**src/rtl/sync_split3.sv**
```systemverilog
// One-slot token splitter: routes each input token to one of three channels, or to all three.
// Dispatch happens the cycle after accept, in order; a token whose target channel is busy waits in the slot.
module sync_split3 #(
   parameter int DATA_WIDTH = 32
) (
   input  logic                  clk,
   input  logic                  rst,
   input  logic                  i_drive,
   input  logic [DATA_WIDTH-1:0] i_data,
   input  logic [1:0]            i_dest,
   output logic                  o_free,
   output logic [2:0]            o_driveNext_3,
   output logic [DATA_WIDTH-1:0] o_data0,
   output logic [DATA_WIDTH-1:0] o_data1,
   output logic [DATA_WIDTH-1:0] o_data2,
   input  logic [2:0]            i_freeNext_3,
   output logic [15:0]           o_tok_cnt,
   output logic                  o_err
);

   logic                  in_full;
   logic [DATA_WIDTH-1:0] in_data;
   logic [1:0]            in_dest;
   logic [2:0]            ch_busy;

   logic [2:0] targets;
   logic       dispatch;
   logic       accept;
   logic       drop;
   logic       bad_free;

   always_comb begin
      targets  = (in_dest == 2'd3) ? 3'b111 : 3'(3'b001 << in_dest);
      // Broadcast is all-or-nothing: any busy target holds the whole token.
      dispatch = in_full && ((targets & ch_busy) == 3'b000);
      accept   = i_drive && (!in_full || dispatch);
      drop     = i_drive && !accept;
      bad_free = |(i_freeNext_3 & ~ch_busy);
   end

   always_ff @(posedge clk) begin
      if (rst) begin
         in_full       <= 1'b0;
         in_data       <= '0;
         in_dest       <= 2'd0;
         ch_busy       <= 3'b000;
         o_free        <= 1'b0;
         o_driveNext_3 <= 3'b000;
         o_data0       <= '0;
         o_data1       <= '0;
         o_data2       <= '0;
         o_tok_cnt     <= 16'd0;
         o_err         <= 1'b0;
      end else begin
         o_free        <= dispatch;
         o_driveNext_3 <= dispatch ? targets : 3'b000;
         if (dispatch && targets[0]) o_data0 <= in_data;
         if (dispatch && targets[1]) o_data1 <= in_data;
         if (dispatch && targets[2]) o_data2 <= in_data;
         ch_busy   <= (ch_busy & ~i_freeNext_3) | (dispatch ? targets : 3'b000);
         in_full   <= accept || (in_full && !dispatch);
         if (accept) begin
            in_data <= i_data;
            in_dest <= i_dest;
         end
         o_tok_cnt <= o_tok_cnt + {15'd0, dispatch};
         o_err     <= o_err || drop || bad_free;
      end
   end

endmodule

```
**config.mk**
```make
export PLATFORM = sky130hd
export DESIGN_NAME = sync_split3
export DESIGN_NICKNAME = d
export VERILOG_FILES = /design/src/rtl/sync_split3.sv
export SDC_FILE = /design/constraint.sdc
export NUM_CORES = 1
export LEC_CHECK = 0
export ABC_CLOCK_PERIOD_IN_PS = 4050
export BUFFER_PORTS_ARGS = -buffer_cell sky130_fd_sc_hd__buf_2
export CORE_AREA = 2 2 140 142
export CTS_CLUSTER_DIAMETER = 120
export CTS_CLUSTER_SIZE = 14
export DETAILED_ROUTE_END_ITERATION = 8
export DIE_AREA = 0 0 142 144
export MAX_ROUTING_LAYER = met4
export PLACE_DENSITY = 0.61
export SLEW_MARGIN = 10
export SYNTH_ARGS = -nofsm -noshare
export SYNTH_HDL_FRONTEND = slang
export SYNTH_SLANG_ARGS = --single-unit
```
**constraint.sdc**
```tcl
create_clock -name clk -period 4.05 [get_ports clk]
set_clock_uncertainty 0.05 [all_clocks]
set_input_delay 0.81 -clock clk [delete_from_list [all_inputs] [get_ports clk]]
set_output_delay 0.81 -clock clk [all_outputs]
set_load 0.05 [all_outputs]
```
### After elaboration in Yosys (flattened, before gate mapping)

Index checks and enable logic that the tools add are counted.

| storage, ports and cells | value |
|---|---|
| memories kept | 0 |
| memory bits (read-only) | 0 |
| input port bits | 40 |
| word-level logic and storage cells | 38 |
| flip-flop bits (word level) | 155 |
| latch bits | 0 |
| output and inout port bits | 117 |
| RAM bits | 0 |

| operators by class | value |
|---|---|
| equal/unequal tests | 1 |
| bitwise gates (word level) | 6 |
| add/sub/neg operators | 1 |
| multiply operators | 0 |
| mux-type cells | 2 |
| $lt $le $gt $ge | 0 |
| reduce and logical (&&, ||, !) cells | 16 |
| divide/modulo/power cells | 0 |
| shift operators | 1 |

Operator list:

| kind | number |
|---|---|
| $add 16x1->16 | 1 |
| $and 3x3->3 | 3 |
| $logic_and 1x1->1 | 7 |
| $mux 3 | 2 |
| $not 3->3 | 2 |
| $logic_or 1x1->1 | 4 |
| $logic_not 1->1 | 3 |
| $logic_not 3->1 | 1 |
| $or 3x3->3 | 1 |
| $reduce_or 3->1 | 1 |
| $shl 1x2->3 const A | 1 |
| $eq 2x2->1 const B | 1 |

### Logic depth before layout (Yosys ltp)

| logic depth | value |
|---|---|
| depth after elaboration | 11 |
| gate-level depth with buffers | 11 |

### Least setup slack after synthesis

No wires, ideal clock.

| timing path | value |
|---|---|
| path type | register -> register |
| start point | reg in_dest[0] |
| end point | reg o_tok_cnt[15] |
| library setup time | 121 ps |
| data required time | 3879 ps |
| path buffers | 0 |
| arrival | 2247 ps |
| path slack | 1632 ps |
| stages on the path, launching flop included | 11 |
| cells stage by stage | dfxtp_1 > inv_1 > ha_1 > a22oi_4 > nand3_1 > inv_1 > ha_1 > nand3_1 > nor4_1 > nand3_1 > mux2_2 |

| on the way | value |
|---|---|
| word-level cells in the longest chain between the ends | 6 |

Ends and longest elaborated chain:

| what | line | RTL |
|---|---|---|
| start: declaration | 23 | `logic [1:0] in_dest;` |
| start signal: assignment | 64 | `in_dest <= i_dest;` |
| $eq 2x2->1 / $shl 1x2->3 (equally long branches) | 33 | `targets = (in_dest == 2'd3) ? 3'b111 : 3'(3'b001 << in_dest);` |
| $mux 3 * | 33 |  |
| $and 3x3->3 * | 35 | `dispatch = in_full && ((targets & ch_busy) == 3'b000);` |
| $logic_not 3->1 * | 35 |  |
| $logic_and 1x1->1 * | 35 |  |
| via dispatch | 27 | `logic dispatch;` |
| $add 16x1->16 * | 66 | `o_tok_cnt <= o_tok_cnt + {15'd0, dispatch};` |
| end signal: assignment | 66 |  |
| end: declaration | 17 | `output logic [15:0] o_tok_cnt,` |

The timed path passes the listed nets; every way through them passes the cells marked *.
A chain may end at the register's enable or synchronous reset.

### Worst setup path in the final report

Same ends and word-level chain as after synthesis.

==> results.sh <==
export IMPL_outcome="finished, final reports clean"
export IMPL_grt_max_degree=108
export IMPL_cts_hold_fix_buffers=0
export IMPL_yosysSeqAreaShare_pct=55.2
export IMPL_seqCellArea_um2=3100
export IMPL_maxUsedRoutingLayer="met4"
export IMPL_yosys_cell_types_count=36
export IMPL_drive_above_1_share_pct=25.9
export IMPL_antenna_found_initial=0
export IMPL_rsz0062_at_grt="no"
export IMPL_htree_levels=4
export IMPL_powerDensity_nw_per_um2=490
export IMPL_ir_drop_uv=297
export IMPL_die_area_um2=20400
export IMPL_startpoint_type="register"
export IMPL_synth_cells=618
export IMPL_fmax_ghz=0.370
export IMPL_final_setup_viol_count=0
export IMPL_num_nets_final=807
export IMPL_final_cell_mix="155 x dfxtp_1, 155 x buf_2, 139 x nand2_1, 87 x nor2_1, 68 x a21oi_1"
export IMPL_syn_area_um2=5620
export IMPL_clk_pin_slew_ps=60
export IMPL_vias=4581
export IMPL_clock_sinks=155
export IMPL_path_common_cell="nand3_1"
export IMPL_postRouteAntennaNets=0
export IMPL_hold_class="register to register"
export IMPL_r2r_start="in_dest[0]"
export IMPL_rr_endpoint="o_tok_cnt[15]"
export IMPL_drt_pre_antenna_iters=7
export IMPL_fin_crit_sh_pct=66.7
export IMPL_layout_min_cycle_time_ps=2700
export IMPL_hold_start="o_data2[0]"
export IMPL_ios=157
export IMPL_path_delay_family="simple AND/OR/NAND/NOR gates"
export IMPL_multi_input_area_um2=2330
export IMPL_die_w_um=142
export IMPL_drc=0
export IMPL_avgRoutedWirePerCell_um=14.1
export IMPL_grt_use_total_pct=14.3
export IMPL_hold_end="o_data2[0]"
export IMPL_rr_worst_depth=10
export IMPL_wl_met1_um=7020
export IMPL_ctsResizeCount=0
export IMPL_numCtsBuffers=17
export IMPL_dp_hpwl_um=9180
export IMPL_timing_setup_tns_ps=0
export IMPL_synth_fp_nets=663
export IMPL_core_um2=19100
export IMPL_crit_fanout=8
export IMPL_crit_buf_inv=2
export IMPL_p_leak_uw=0.00354
export IMPL_avgSynthCellArea_um2=9.09
export IMPL_portBuffers=156
export IMPL_finalMaxSlewViolations=0
export IMPL_postLayoutCoreUtil_pct=38.0
export IMPL_ys_flop_type="dfxtp_1"
export IMPL_area_growth_pct=28.9
export IMPL_ys_warn_count=0
export IMPL_crit_path_top_delay_cell="dfxtp_1"
export IMPL_wl_met2_um=6390
export IMPL_wl_met3_um=642
export IMPL_synth_async_reset_ratio_pct=0
export IMPL_tightest_slew_ps=1170
export IMPL_cts_setup_buffers=0
export IMPL_regToRegSetupSlack_ps=1350
export IMPL_grt_pass1_vias=4050
export IMPL_min_path_cells=2
export IMPL_tritoncts="done"
export IMPL_fill_cells=1990
export IMPL_synth_edf_count=0
export IMPL_final_hold_viol_count=0
export IMPL_slowest_delay_ps=450
export IMPL_via_per_inst=4.52
export IMPL_drtIter0Drc=153
export IMPL_root_buffer="clkbuf_16"
export IMPL_initial_utilization_pct=29.5
export IMPL_fin_hold_ws_ps=401
export IMPL_crit_type="register to register"
export IMPL_worstPathRequired_ps=4300
export IMPL_gp_congestion=0.744
export IMPL_antenna_cells=0
export IMPL_endpoint_kind="register"
export IMPL_row_count=51
export IMPL_synth_seq_cells=155
export IMPL_slew_limit_headroom_pct=21.7
export IMPL_critPathArrivalTime_ps=2960
export IMPL_die_h_um=144
export IMPL_crit_chain="inv_1 -> ha_1 -> a22oi_4 -> nand3_1 -> inv_1 -> ha_1 -> nand3_1 -> nor4_1 -> nand3_1 -> mux2_2"
export IMPL_clk_insertion_delay_late_ps=420
export IMPL_clock_path_buffers=2
export IMPL_postRouteWirelength_um=14300
export IMPL_cap_viol_max_count=0
export IMPL_grt_pass1_wl_um=21800
export IMPL_gr_total_overflow=0
==> sequential cells by signal, indices dropped and copies added (netlist names), 2 cells and up <==
| register | flops |
|---|---|
| ch_busy | 3 |
| o_data0 | 32 |
| in_dest | 2 |
| in_data | 32 |
| o_data2 | 32 |
| o_tok_cnt | 16 |
| o_data1 | 32 |
| o_driveNext_3 | 3 |
==> power by group <==
| group | total (uW) | internal (uW) | leakage [uW] | switching (uW) |
|---|---|---|---|---|
| Clock | 1720 | 1080 | 0.000314 | 632 |
| Sequential | 1590 | 1560 | 0.00126 | 32.1 |
| Combinational | 241 | 75.1 | 0.00197 | 166 |
==> worst reg2reg max path, delay by kind of cell (launching register included) <==
kind	cells	cell delay, ps
AOI/OAI and AO/OA	1	300
adders and majority gates	2	570
buffers and inverters	2	150
DFF	1	450
muxes	1	280
and+or+nand+nor	4	800
==> per-stage QoR <==
| step | area, um^2 | setup slack, ps | cells | total power (uW) |
|---|---|---|---|---|
| floorplan | 5620 | 1630 | 618 | 1790 |
| global placement | 6610 | 1400 | 981 | 1870 |
| detailed placement | 6610 | 1330 | 981 | 1870 |
| CTS | 7240 | 1310 | 1013 | 3600 |
| global route | 7240 | 1020 | 1013 | 3690 |
| finish | 7240 | 1350 | 1013 | 3550 |
==> worst max path at each step <==
stage	start	slack, ps	depth (start not counted)	end
floorplan	in_dest[0]	1630	10	o_tok_cnt[15]
global placement	in_dest[0]	1400	6	o_data2[6]
detailed placement	in_dest[0]	1330	10	o_tok_cnt[15]
CTS	in_dest[0]	1310	10	o_tok_cnt[15]
global route	in_dest[0]	1020	10	o_tok_cnt[15]
finish	in_dest[0]	1350	10	o_tok_cnt[15]
==> cell usage after synthesis, drive strengths merged, types with 3 or more instances <==
| library cell | count | area [um^2] |
|---|---|---|
| a21oi | 68 | 340 |
| buf | 17 | 111 |
| clkbuf | 20 | 75.1 |
| dfxtp | 155 | 3100 |
| ha | 5 | 62.6 |
| inv | 9 | 33.8 |
| mux2i | 64 | 641 |
| nand2 | 139 | 522 |
| nand3 | 8 | 40.0 |
| nand4 | 3 | 25.0 |
| nor2 | 87 | 327 |
| nor2b | 4 | 25.0 |
| nor3 | 4 | 20.0 |
| nor4 | 3 | 18.8 |
| o21ai | 5 | 25.0 |
| xnor2 | 8 | 70.1 |
| xor2 | 3 | 26.3 |
==> per-layer routing <==
| layer | vias up | GRT usage (%) |
|---|---|---|
| met5 | - | - |
| met4 | 0 | 5.21 |
| met3 | 17 | 3.38 |
| met2 | 117 | 21.1 |
| met1 | 2114 | 19.1 |
| li1 | 2333 | - |
==> area by class of cell <==
cell class	count	area share [%]
timing repair buffer	162	11.6
clock inverter	10	2.23
sequential	155	42.8
inverter	9	0.466
tap	238	4.11
multi-input combinational	417	32.2
clock buffer	22	6.55
==> cells by family (layout without fill, tap and decap cells) <==
| kind of cell | after synthesis | in the layout | synth area share (%) |
|---|---|---|---|
| AND/OR/NAND/NOR | 256 | 256 | 18.5 |
| buffers and inverters | 46 | 203 | 3.92 |
| AO/OA/AOI/OAI | 80 | 80 | 7.93 |
| XOR/XNOR | 11 | 11 | 1.71 |
| adder cells (fa/ha/maj) | 5 | 5 | 1.11 |
| multiplexers | 65 | 65 | 11.6 |
| flip-flops | 155 | 155 | 55.2 |
Power figures use the tool's default switching activity.
